### src/rtl/keypad_pkg.sv
// Shared types and constants for the matrix keypad scanner.
// The key map is indexed [row][col], and its layout matches the physical keypad.
package keypad_pkg;

  typedef enum logic [1:0] {SCAN, PRESS_DB, HELD, RELEASE_DB} state_t;

  localparam logic [3:0] KEYMAP [0:3][0:3] = '{
    '{4'h1, 4'h2, 4'h3, 4'hA},
    '{4'h4, 4'h5, 4'h6, 4'hB},
    '{4'h7, 4'h8, 4'h9, 4'hC},
    '{4'hE, 4'h0, 4'hF, 4'hD}
  };

  // When several rows are low at once, the lowest row index wins.
  function automatic logic [1:0] lowest_low(input logic [3:0] r);
    if (!r[0])      lowest_low = 2'd0;
    else if (!r[1]) lowest_low = 2'd1;
    else if (!r[2]) lowest_low = 2'd2;
    else            lowest_low = 2'd3;
  endfunction

endpackage

### src/rtl/sync_2ff.sv
// Two-flop synchronizer for asynchronous level inputs.
// The reset value can be set, so idle-high lines come out of reset as inactive.
module sync_2ff #(
  parameter int              WIDTH       = 1,
  parameter logic [WIDTH-1:0] RESET_VALUE = '0
) (
  input  logic             clk,
  input  logic             reset,
  input  logic [WIDTH-1:0] d,
  output logic [WIDTH-1:0] q
);

  logic [WIDTH-1:0] meta;

  always_ff @(posedge clk or posedge reset) begin
    if (reset) begin
      meta <= RESET_VALUE;
      q    <= RESET_VALUE;
    end else begin
      meta <= d;
      q    <= meta;
    end
  end

endmodule

### src/rtl/keypad_scanner.sv
// 4x4 active-low keypad scanner: column rotation, press/release debounce,
// hex decode, and a two-digit history for the dual seven-segment display.
module keypad_scanner
  import keypad_pkg::*;
#(
  parameter int SCAN_DIV        = 48000,
  parameter int DEBOUNCE_CYCLES = 960000
) (
  input  logic       clk,
  input  logic       reset,
  input  logic [3:0] rows,
  output logic [3:0] cols,
  output logic       key_valid,
  output logic [3:0] key_code,
  output logic [3:0] digit_new,
  output logic [3:0] digit_old,
  output state_t     fsm_state
);

  localparam int SW = $clog2(SCAN_DIV);
  localparam int DW = $clog2(DEBOUNCE_CYCLES);
  localparam logic [SW-1:0] SCAN_LAST = SW'(SCAN_DIV - 1);
  localparam logic [DW-1:0] DEB_LAST  = DW'(DEBOUNCE_CYCLES - 1);

  logic [3:0]    rows_s;
  state_t        state, state_n;
  logic [SW-1:0] scan_cnt, scan_n;
  logic [DW-1:0] deb_cnt, deb_n;
  logic [1:0]    col_idx, col_n;
  logic [1:0]    row_idx, row_n;
  logic          accept;

  sync_2ff #(.WIDTH(4), .RESET_VALUE(4'b1111)) u_rows_sync (
    .clk   (clk),
    .reset (reset),
    .d     (rows),
    .q     (rows_s)
  );

  always_ff @(posedge clk or posedge reset) begin
    if (reset) begin
      state    <= SCAN;
      scan_cnt <= '0;
      deb_cnt  <= '0;
      col_idx  <= '0;
      row_idx  <= '0;
    end else begin
      state    <= state_n;
      scan_cnt <= scan_n;
      deb_cnt  <= deb_n;
      col_idx  <= col_n;
      row_idx  <= row_n;
    end
  end

  always_comb begin
    state_n = state;
    scan_n  = scan_cnt;
    deb_n   = deb_cnt;
    col_n   = col_idx;
    row_n   = row_idx;
    accept  = 1'b0;
    case (state)
      SCAN: begin
        // Rows are sampled only in the last cycle of the slot. By then the column has settled and the synchronizer has caught up.
        if (scan_cnt == SCAN_LAST) begin
          scan_n = '0;
          if (rows_s != 4'b1111) begin
            row_n   = lowest_low(rows_s);
            deb_n   = '0;
            state_n = PRESS_DB;
          end else begin
            col_n = col_idx + 2'd1;
          end
        end else begin
          scan_n = scan_cnt + 1'b1;
        end
      end
      PRESS_DB: begin
        if (rows_s[row_idx]) begin
          scan_n  = '0;
          state_n = SCAN;
        end else if (deb_cnt == DEB_LAST) begin
          accept  = 1'b1;
          state_n = HELD;
        end else begin
          deb_n = deb_cnt + 1'b1;
        end
      end
      HELD: begin
        if (rows_s == 4'b1111) begin
          deb_n   = '0;
          state_n = RELEASE_DB;
        end
      end
      RELEASE_DB: begin
        if (rows_s != 4'b1111) begin
          deb_n = '0;
        end else if (deb_cnt == DEB_LAST) begin
          scan_n  = '0;
          state_n = SCAN;
        end else begin
          deb_n = deb_cnt + 1'b1;
        end
      end
      default: state_n = SCAN;
    endcase
  end

  // The pulse is registered, so key_valid rises in the same cycle as the new key_code and digits.
  always_ff @(posedge clk or posedge reset) begin
    if (reset) begin
      key_valid <= 1'b0;
      key_code  <= '0;
      digit_new <= '0;
      digit_old <= '0;
    end else begin
      key_valid <= accept;
      if (accept) begin
        key_code  <= KEYMAP[row_idx][col_idx];
        digit_new <= KEYMAP[row_idx][col_idx];
        digit_old <= digit_new;
      end
    end
  end

  assign cols      = ~(4'b0001 << col_idx);
  assign fsm_state = state;

endmodule

### config.mk
export PLATFORM = sky130hd
export DESIGN_NAME = keypad_scanner
export DESIGN_NICKNAME = d
export VERILOG_FILES = /design/src/rtl/keypad_pkg.sv /design/src/rtl/sync_2ff.sv /design/src/rtl/keypad_scanner.sv
export SDC_FILE = /design/constraint.sdc
export NUM_CORES = 1
export LEC_CHECK = 0
export CAP_MARGIN = 40
export CORE_MARGIN = 2
export CORE_UTILIZATION = 55
export DETAILED_ROUTE_END_ITERATION = 16
export HOLD_SLACK_MARGIN = 0.1
export PLACE_DENSITY = 0.82
export SYNTH_ARGS = -nofsm -noshare
export SYNTH_HDL_FRONTEND = slang
export SYNTH_SLANG_ARGS = --single-unit
### constraint.sdc
create_clock -name clk -period 5.4 [get_ports clk]
set_input_delay 1.08 -clock clk [delete_from_list [all_inputs] [get_ports clk]]
set_output_delay 1.08 -clock clk [all_outputs]
set_load 0.01 [all_outputs]
==> results of run 1 <==
[cells by family after synthesis]
group           synth area share
buf+inv                   0.0447
simple gates               0.240
flops                      0.466
xor+xnor                  0.0467
compound gates             0.134
fa+ha+maj                 0.0235
mux                       0.0451
[sequential cells by signal (all words and copies together), names as in the netlist, named ones only]
register and count:
u_rows_sync.meta 4, digit_old 4, u_rows_sync.q 4, col_idx 2
deb_cnt 20, row_idx 2, fsm_state 1, digit_new 4
key_valid 1, scan_cnt 16
[power by group through the flow]
stage          clock [uW]  sequential, uW  combinational, uW
3_3_place_gp            0             457               15.6
5_1_grt               419             450               17.4
4_1_cts               395             450               15.6
3_5_place_dp            0             458               15.5
6_report              389             450               15.0
2_1_floorplan           0             457               8.65
[cells in the final DEF, fill, tap and decap left out, types with 2 or more instances in the layout]
cell type	n
dfrtp_1	51
nor2_1	33
nand2_1	32
o21ai_0	25
clkdlybuf4s50_1	24
nand3_1	21
xnor2_1	17
a21oi_1	13
inv_1	11
o31ai_1	11
clkbuf_8	10
mux2_2	9
dfstp_2	8
nor2b_1	6
ha_1	6
nor3_1	5
or2_2	5
a31oi_1	5
nor4_1	5
and4_1	4
nand4_1	4
and3_1	3
o41ai_1	3
nor3_2	3
nor4_4	3
clkinv_2	3
o21ai_1	2
nand2b_1	2
nor4bb_1	2
mux2i_1	2
buf_4	2
[final timing paths]
kind	depth (start not counted)	slack [ps]	startpoint	endpoint
max	4	2520	col_idx[0]	cols[2]
min	0	350	u_rows_sync.meta[1]	u_rows_sync.q[1]
max reg2reg	6	2840	row_idx[1]	deb_cnt[6]
min reg2reg	0	350	u_rows_sync.meta[1]	u_rows_sync.q[1]
max in group asynchronous	3	3640	reset	scan_cnt[9]
min in group asynchronous	3	1280	reset	deb_cnt[17]
[final cells by class]
class                      instances  area, sq um  area share
clock buffer                      11          141      0.0389
clock inverter                     5         52.6      0.0145
inverter                          12         45.0      0.0124
multi-input combinational        239         1560       0.430
sequential                        59         1490       0.409
tap                               72         90.1      0.0248
timing repair buffer              26          255      0.0703
[stage by stage]
step	cell area [sq um]	total power [uW]	setup WS (ps)
after floorplan	3190	465	2880
after global routing	3630	887	2390
after CTS	3630	860	2500
after global placement	3430	473	2820
final	3630	854	2520
after detailed placement	3440	473	2850
[layer usage]
metal / part of all wire / vias up / wire [um]
li1: - / 1212 / -
met1: 0.48 / 1222 / 2970
met2: 0.45 / 73 / 2760
met3: 0.048 / 14 / 293
met4: 0.020 / 0 / 125
met5: 0 / - / 0
==> reports/metrics.json, run 1 <==
{
  "cts-root-to-sink-buffers": {"value": 2},
  "leakagePower": {"value": 0.00142, "unit": "uW"},
  "grt_use_total": {"value": 0.214},
  "reg_power_frac": {"value": 0.527},
  "fp.coreArea": {"value": 0.00554, "unit": "sq mm"},
  "die_area": {"value": 0.00643, "unit": "sq mm"},
  "max_freq": {"value": 347, "unit": "MHz"},
  "most_repeated_cell_in_the_gate_level_netlist_after_synthesis": {"value": "dfrtp_1"},
  "status": {"value": "finished, final reports clean"},
  "filler_cells": {"value": 424},
  "worstMarginPinSlew": {"value": 804, "unit": "ps"},
  "groute.layer.met1.usage": {"value": 0.300},
  "die_height": {"value": 80.2, "unit": "um"},
  "p_sw_frac": {"value": 0.208},
  "number_of_flops_mapped_to_enable_cells_by_yosys": {"value": 0},
  "clock_buffers_created_by_tritoncts": {"value": 9},
  "clock_skew": {"value": 6.39, "unit": "ps"},
  "cts.htree.levels": {"value": 3},
  "critPathKind": {"value": "reg -> out"},
  "timing.critical_path.cells": {"value": "inv_1, ha_1, inv_1, clkdlybuf4s50_1"},
  "vias_after_detailed_routing": {"value": 2521},
  "synthFlopType": {"value": "dfrtp_1"},
  "grt_antenna_before_repair": {"value": 0},
  "netlist_top_cells_count": {"value": "51 x dfrtp_1, 33 x nor2_1, 32 x nand2_1"},
  "worst_ep_arrival_time": {"value": 1800, "unit": "ps"},
  "globalRouteMet3Util": {"value": 0.0461},
  "utilization": {"value": 0.656},
  "portBuffers": {"value": 24},
  "drt-wirelength-per-cell": {"value": 14.5, "unit": "um"},
  "yosysTopAreaCellShare": {"value": 0.400},
  "cap_viol_max_count": {"value": 0},
  "worst_ep_required": {"value": 4320, "unit": "ps"},
  "die_width": {"value": 80.2, "unit": "um"},
  "clkSlewWorstSetupHoldPaths": {"value": 60, "unit": "ps"},
  "slowest_stage": {"value": "clkdlybuf4s50_1"},
  "vdd_drop_max": {"value": 0.000142, "unit": "V"},
  "gr-max-usage-layer": {"value": "met2"},
  "worst-path-max-fanout": {"value": 8},
  "timing.final.crit_period": {"value": 2880, "unit": "ps"},
  "synth-async-reset-ratio": {"value": 1.00},
  "core.rowCount": {"value": 27},
  "netlist.top_cell.by_area": {"value": "dfrtp_1"},
  "post_route_cells_drive_above_1_share": {"value": 0.142},
  "drtAntennaViolNets": {"value": 0},
  "cts.repair_timing.setup_buffer_count": {"value": 0},
  "drt_pass1_iterations": {"value": 4},
  "globalRoute.totalOverflow": {"value": 0},
  "vias_per_inst": {"value": 5.95},
  "synth.top_cells.by_area": {"value": "dfrtp_1 40%, dfstp_2 6.6%, xnor2_1 4.7%"},
  "critPathBufInv": {"value": 3},
  "number_of_max_slew_violations_in_the_final_report": {"value": 0},
  "worst_setup_path_end_kind": {"value": "output pin"},
  "timing_hold_violations_final": {"value": 0},
  "synth.lib_cells_used.distinct": {"value": 51},
  "power-per-cell-area": {"value": 235, "unit": "mW/mm^2"},
  "routed_wire_length": {"value": 6150, "unit": "um"},
  "routability_congestion": {"value": 0.804},
  "max-slew-margin-rel": {"value": 0.462},
  "timing.hold.ws": {"value": 355, "unit": "ps"},
  "cts.root.buffer_cell": {"value": "clkbuf_8"},
  "antenna_cells_inserted": {"value": 0},
  "synth_sequential_area_ratio": {"value": 0.466},
  "final-instance-count-excl-fill": {"value": 424},
  "cts_resized": {"value": 0},
  "detailed_place_hpwl": {"value": 4220, "unit": "um"},
  "start_util": {"value": 0.576},
  "slowest_delay": {"value": 530, "unit": "ps"},
  "synth_area_per_cell": {"value": 9.70, "unit": "sq um"},
  "critical-path-top-delay-family": {"value": "buffers and inverters"},
  "grt_first_pass_wirelength": {"value": 10700, "unit": "um"},
  "rsz0062_at_grt": {"value": "no"},
  "critical-path-top-cell-by-count": {"value": "inv_1"},
  "min_path_type": {"value": "reg -> reg"},
  "first_iter_violations": {"value": 252},
  "placedCellCount": {"value": 408},
  "grt.met2_usage": {"value": 0.313},
  "yosys_warnings": {"value": 0},
  "critPathLaunchType": {"value": "register"},
  "area.growth.synth_to_final": {"value": 13.8, "unit": "%"},
  "ioPinCount": {"value": 25},
  "clock_insertion_delay_worst_skew": {"value": 330, "unit": "ps"},
  "internal-power": {"value": 676, "unit": "uW"},
  "clkSinkCount": {"value": 59},
  "design.final.nets": {"value": 359},
  "synth_area": {"value": 0.00319, "unit": "sq mm"},
  "post-route-drc-count": {"value": 0},
  "power.net_switching": {"value": 178, "unit": "uW"},
  "synth_nets": {"value": 341},
  "ys_ff_latch": {"value": 59},
  "synthesis.instances": {"value": 329},
  "clock_tree_from_tritoncts": {"value": "built"},
  "final_min_period_over_clock_period": {"value": 0.534},
  "power_frac_comb": {"value": 0.018},
  "finalSetupViolations": {"value": 0},
  "grt_max_degree": {"value": 60},
  "power_frac_clock": {"value": 0.455},
  "cts_hold_bufs": {"value": 0},
  "setup-tns-final": {"value": 0, "unit": "ps"},
  "number_of_global_route_vias_before_repair": {"value": 2278}
}
(Power assumes the default switching activity.)
==> inputs of run 2 (changes only) <==
==> constraint.sdc (replaced) <==
create_clock -name clk -period 3 [get_ports clk]
set_input_delay 0.6 -clock clk [delete_from_list [all_inputs] [get_ports clk]]
set_output_delay 0.6 -clock clk [all_outputs]
set_load 0.01 [all_outputs]
==> run 2 against run 1 <==
Effect of this change:
- power is 80% higher
- via count is 2.3% lower
- non-clock buffer count is 4 higher
==> reports/metrics.json, run 2 (synthesis results as in run 1) <==
{
  "min-delay-start": {"value": "u_rows_sync.meta[0]", "change": "was u_rows_sync.meta[1]"},
  "clock_insertion_delay_worst_skew": {"value": 330, "unit": "ps", "change": "about the same"},
  "drt_pass1_iterations": {"value": 4, "change": "unchanged"},
  "hold-path-cell-count": {"value": 0, "change": "unchanged"},
  "vias_per_inst": {"value": 5.75, "change": "was 5.95"},
  "layout.cells.most_common": {"value": "dfrtp_1", "change": "unchanged"},
  "cap_viol_max_count": {"value": 0, "change": "unchanged"},
  "max-slew-margin-rel": {"value": 0.611, "change": "was 0.462"},
  "portBuffers": {"value": 24, "change": "unchanged"},
  "vdd_drop_max": {"value": 0.000340, "unit": "V", "change": "was 0.000142 V"},
  "grt_first_pass_wirelength": {"value": 10700, "unit": "um", "change": "about the same"},
  "cts.root.buffer_cell": {"value": "clkbuf_8", "change": "unchanged"},
  "ioPinCount": {"value": 25, "change": "unchanged"},
  "routed_wire_length": {"value": 6170, "unit": "um", "change": "was 6150 um"},
  "grt_antenna_before_repair": {"value": 0, "change": "unchanged"},
  "die_area": {"value": 0.00643, "unit": "sq mm", "change": "unchanged"},
  "critPathKind": {"value": "reg -> reg", "change": "was reg -> out"},
  "clock_tree_from_tritoncts": {"value": "built", "change": "unchanged"},
  "die_width": {"value": 80.2, "unit": "um", "change": "unchanged"},
  "number_of_max_slew_violations_in_the_final_report": {"value": 0, "change": "unchanged"},
  "fp.coreArea": {"value": 0.00554, "unit": "sq mm", "change": "unchanged"},
  "setup-tns-final": {"value": 0, "unit": "ps", "change": "unchanged"},
  "worst_ep_required": {"value": 3190, "unit": "ps", "change": "was 4320 ps"},
  "critical-path-top-delay-family": {"value": "simple AND/OR/NAND/NOR gates", "change": "was buffers and inverters"},
  "clock_skew": {"value": 11.1, "unit": "ps", "change": "was 6.39 ps"},
  "grt_use_total": {"value": 0.215, "change": "was 0.214"},
  "critical_path.reg2reg.endpoint": {"value": "deb_cnt[6]", "change": "unchanged"},
  "grt_max_degree": {"value": 34, "change": "was 60"},
  "worst_flop_to_flop_path_startpoint": {"value": "row_idx[1]", "change": "unchanged"},
  "post_dp_cell_area": {"value": 0.00348, "unit": "sq mm", "change": "was 0.00344 sq mm"},
  "timing_hold_violations_final": {"value": 0, "change": "unchanged"},
  "number_of_global_route_vias_before_repair": {"value": 2346, "change": "was 2,278"},
  "post_route_cells_drive_above_1_share": {"value": 0.152, "change": "was 0.142"},
  "finalSetupViolations": {"value": 0, "change": "unchanged"},
  "slowest_stage": {"value": "mux4_2", "change": "was clkdlybuf4s50_1"},
  "design.final.nets": {"value": 363, "change": "was 359"},
  "multi_input_comb_area": {"value": 0.00156, "unit": "sq mm", "change": "unchanged"},
  "start_util": {"value": 0.576, "change": "unchanged"},
  "cts.htree.levels": {"value": 3, "change": "unchanged"},
  "worstMarginPinSlew": {"value": 580, "unit": "ps", "change": "was 804 ps"},
  "cts.repair_timing.setup_buffer_count": {"value": 0, "change": "unchanged"},
  "timing.reg2reg.setup_slack": {"value": 460, "unit": "ps", "change": "was 2840 ps"},
  "reg.largest.list": {"value": "deb_cnt: 20 flops, scan_cnt: 16 flops", "change": "unchanged"},
  "worst_ep_arrival_time": {"value": 2730, "unit": "ps", "change": "was 1800 ps"},
  "clkSlewWorstSetupHoldPaths": {"value": 60, "unit": "ps", "change": "about the same"},
  "critPathBufInv": {"value": 0, "change": "was 3"},
  "mostFrequentLayoutCells": {"value": "51 x dfrtp_1, 33 x nor2_1, 32 x nand2_1", "change": "unchanged"},
  "clock_buffers_created_by_tritoncts": {"value": 9, "change": "unchanged"},
  "antenna_cells_inserted": {"value": 0, "change": "unchanged"},
  "leakagePower": {"value": 0.00145, "unit": "uW", "change": "was 0.00142 uW"},
  "largest_reg_flops": {"value": 20, "change": "unchanged"},
  "filler_cells": {"value": 453, "change": "was 424"},
  "cts-root-to-sink-buffers": {"value": 2, "change": "unchanged"},
  "status": {"value": "finished, final reports clean", "change": "unchanged"},
  "rsz0062_at_grt": {"value": "no", "change": "unchanged"},
  "top_register": {"value": "deb_cnt", "change": "unchanged"},
  "area.growth.synth_to_final": {"value": 15.2, "unit": "%", "change": "was 13.8%"},
  "whs_endpoint": {"value": "u_rows_sync.q[0]", "change": "was u_rows_sync.q[1]"},
  "drt-wirelength-per-cell": {"value": 14.4, "unit": "um", "change": "was 14.5 um"},
  "cts_hold_bufs": {"value": 0, "change": "unchanged"},
  "post-route-drc-count": {"value": 0, "change": "unchanged"},
  "routability_congestion": {"value": 0.793, "change": "was 0.804"},
  "cts_resized": {"value": 0, "change": "unchanged"},
  "worst-path-max-fanout": {"value": 10, "change": "was 8"},
  "first_iter_violations": {"value": 231, "change": "was 252"},
  "power-per-cell-area": {"value": 419, "unit": "mW/mm^2", "change": "was 235 mW/mm^2"},
  "worstSetupPathDepth": {"value": 6, "change": "was 4"},
  "r2r.worst_path.cells": {"value": 6, "change": "unchanged"},
  "final_design_area_no_fill": {"value": 0.00367, "unit": "sq mm", "change": "was 0.00363 sq mm"},
  "max_freq": {"value": 394, "unit": "MHz"},
  "drtAntennaViolNets": {"value": 0, "change": "unchanged"},
  "clkSinkCount": {"value": 59, "change": "unchanged"},
  "detailed_place_hpwl": {"value": 4310, "unit": "um", "change": "was 4220 um"},
  "core.rowCount": {"value": 27, "change": "unchanged"},
  "timing.critical_path.cells": {"value": "mux4_2, a22o_1, or2_2, nor3_1, xnor2_1, nor2_1", "change": "was inv_1, ha_1, inv_1, clkdlybuf4s50_1"},
  "globalRoute.totalOverflow": {"value": 0, "change": "unchanged"},
  "critPathLaunchType": {"value": "register", "change": "unchanged"},
  "worst_setup_path_end_kind": {"value": "register", "change": "was output pin"},
  "timing.final.crit_period": {"value": 2540, "unit": "ps"},
  "register_area": {"value": 0.00149, "unit": "sq mm", "change": "unchanged"},
  "min_path_type": {"value": "reg -> reg", "change": "unchanged"},
  "die_height": {"value": 80.2, "unit": "um", "change": "unchanged"},
  "slowest_delay": {"value": 620, "unit": "ps", "change": "was 530 ps"},
  "final_min_period_over_clock_period": {"value": 0.847},
  "vias_after_detailed_routing": {"value": 2462, "change": "was 2,521"}
}
==> run 2: cell types whose count changed in the layout (fill, tap and decap cells not counted) <==
cell,previous run,this run
buf_12,0,1
buf_4,2,5
==> run 2: how the worst max path moves through the flow <==
| stage | start | end |
|---|---|---|
| finish | row_idx[1] | deb_cnt[6] |
| floorplan | scan_cnt[10] | deb_cnt[2] |
| global placement | scan_cnt[10] | deb_cnt[19] |
| CTS | row_idx[1] | deb_cnt[6] |
| global route | scan_cnt[10] | deb_cnt[10] |
| detailed placement | scan_cnt[10] | deb_cnt[18] |
==> run 2: area by class of cell <==
class | count | area share
multi-input combinational | 239 | 0.425
clock inverter | 5 | 0.0143
sequential | 59 | 0.404
clock buffer | 11 | 0.0385
tap | 72 | 0.0245
inverter | 12 | 0.0123
timing repair buffer | 30 | 0.0810
==> run 2: stage by stage <==
step | utilization | std cells | total power (uW) | setup slack, ps | hold WS (ps)
after floorplan | - | 329 | 838 | 644 | 345
after global placement | 0.628 | 412 | 853 | 524 | 346
after detailed placement | 0.628 | 412 | 854 | 459 | 347
after CTS | 0.663 | 428 | 1550 | 450 | 356
after global routing | 0.663 | 428 | 1610 | 300 | 357
final | 0.663 | 428 | 1540 | 460 | 355
==> run 2: routing by layer <==
metal	share of wire	wire length [um]	GRT usage	vias to the layer above
met4	0.014	87	0.0780	0
li1	-	-	-	1214
met2	0.46	2860	0.339	56
met1	0.48	2970	0.291	1184
met3	0.041	250	0.0483	8
met5	0	0	0	-
==> run 2: worst reg2reg max path: stages, from the launching register on <==
cell	delay, ps
dfrtp_1	510
mux4_2	620
a22o_1	410
or2_2	360
nor3_1	260
xnor2_1	190
nor2_1	60
==> run 2: report_power, final <==
part	internal (uW)	leakage, uW	switching (uW)
Combinational	10.5	0.000565	18.5
Sequential	806	0.000783	3.82
Clock	402	0.0000991	300
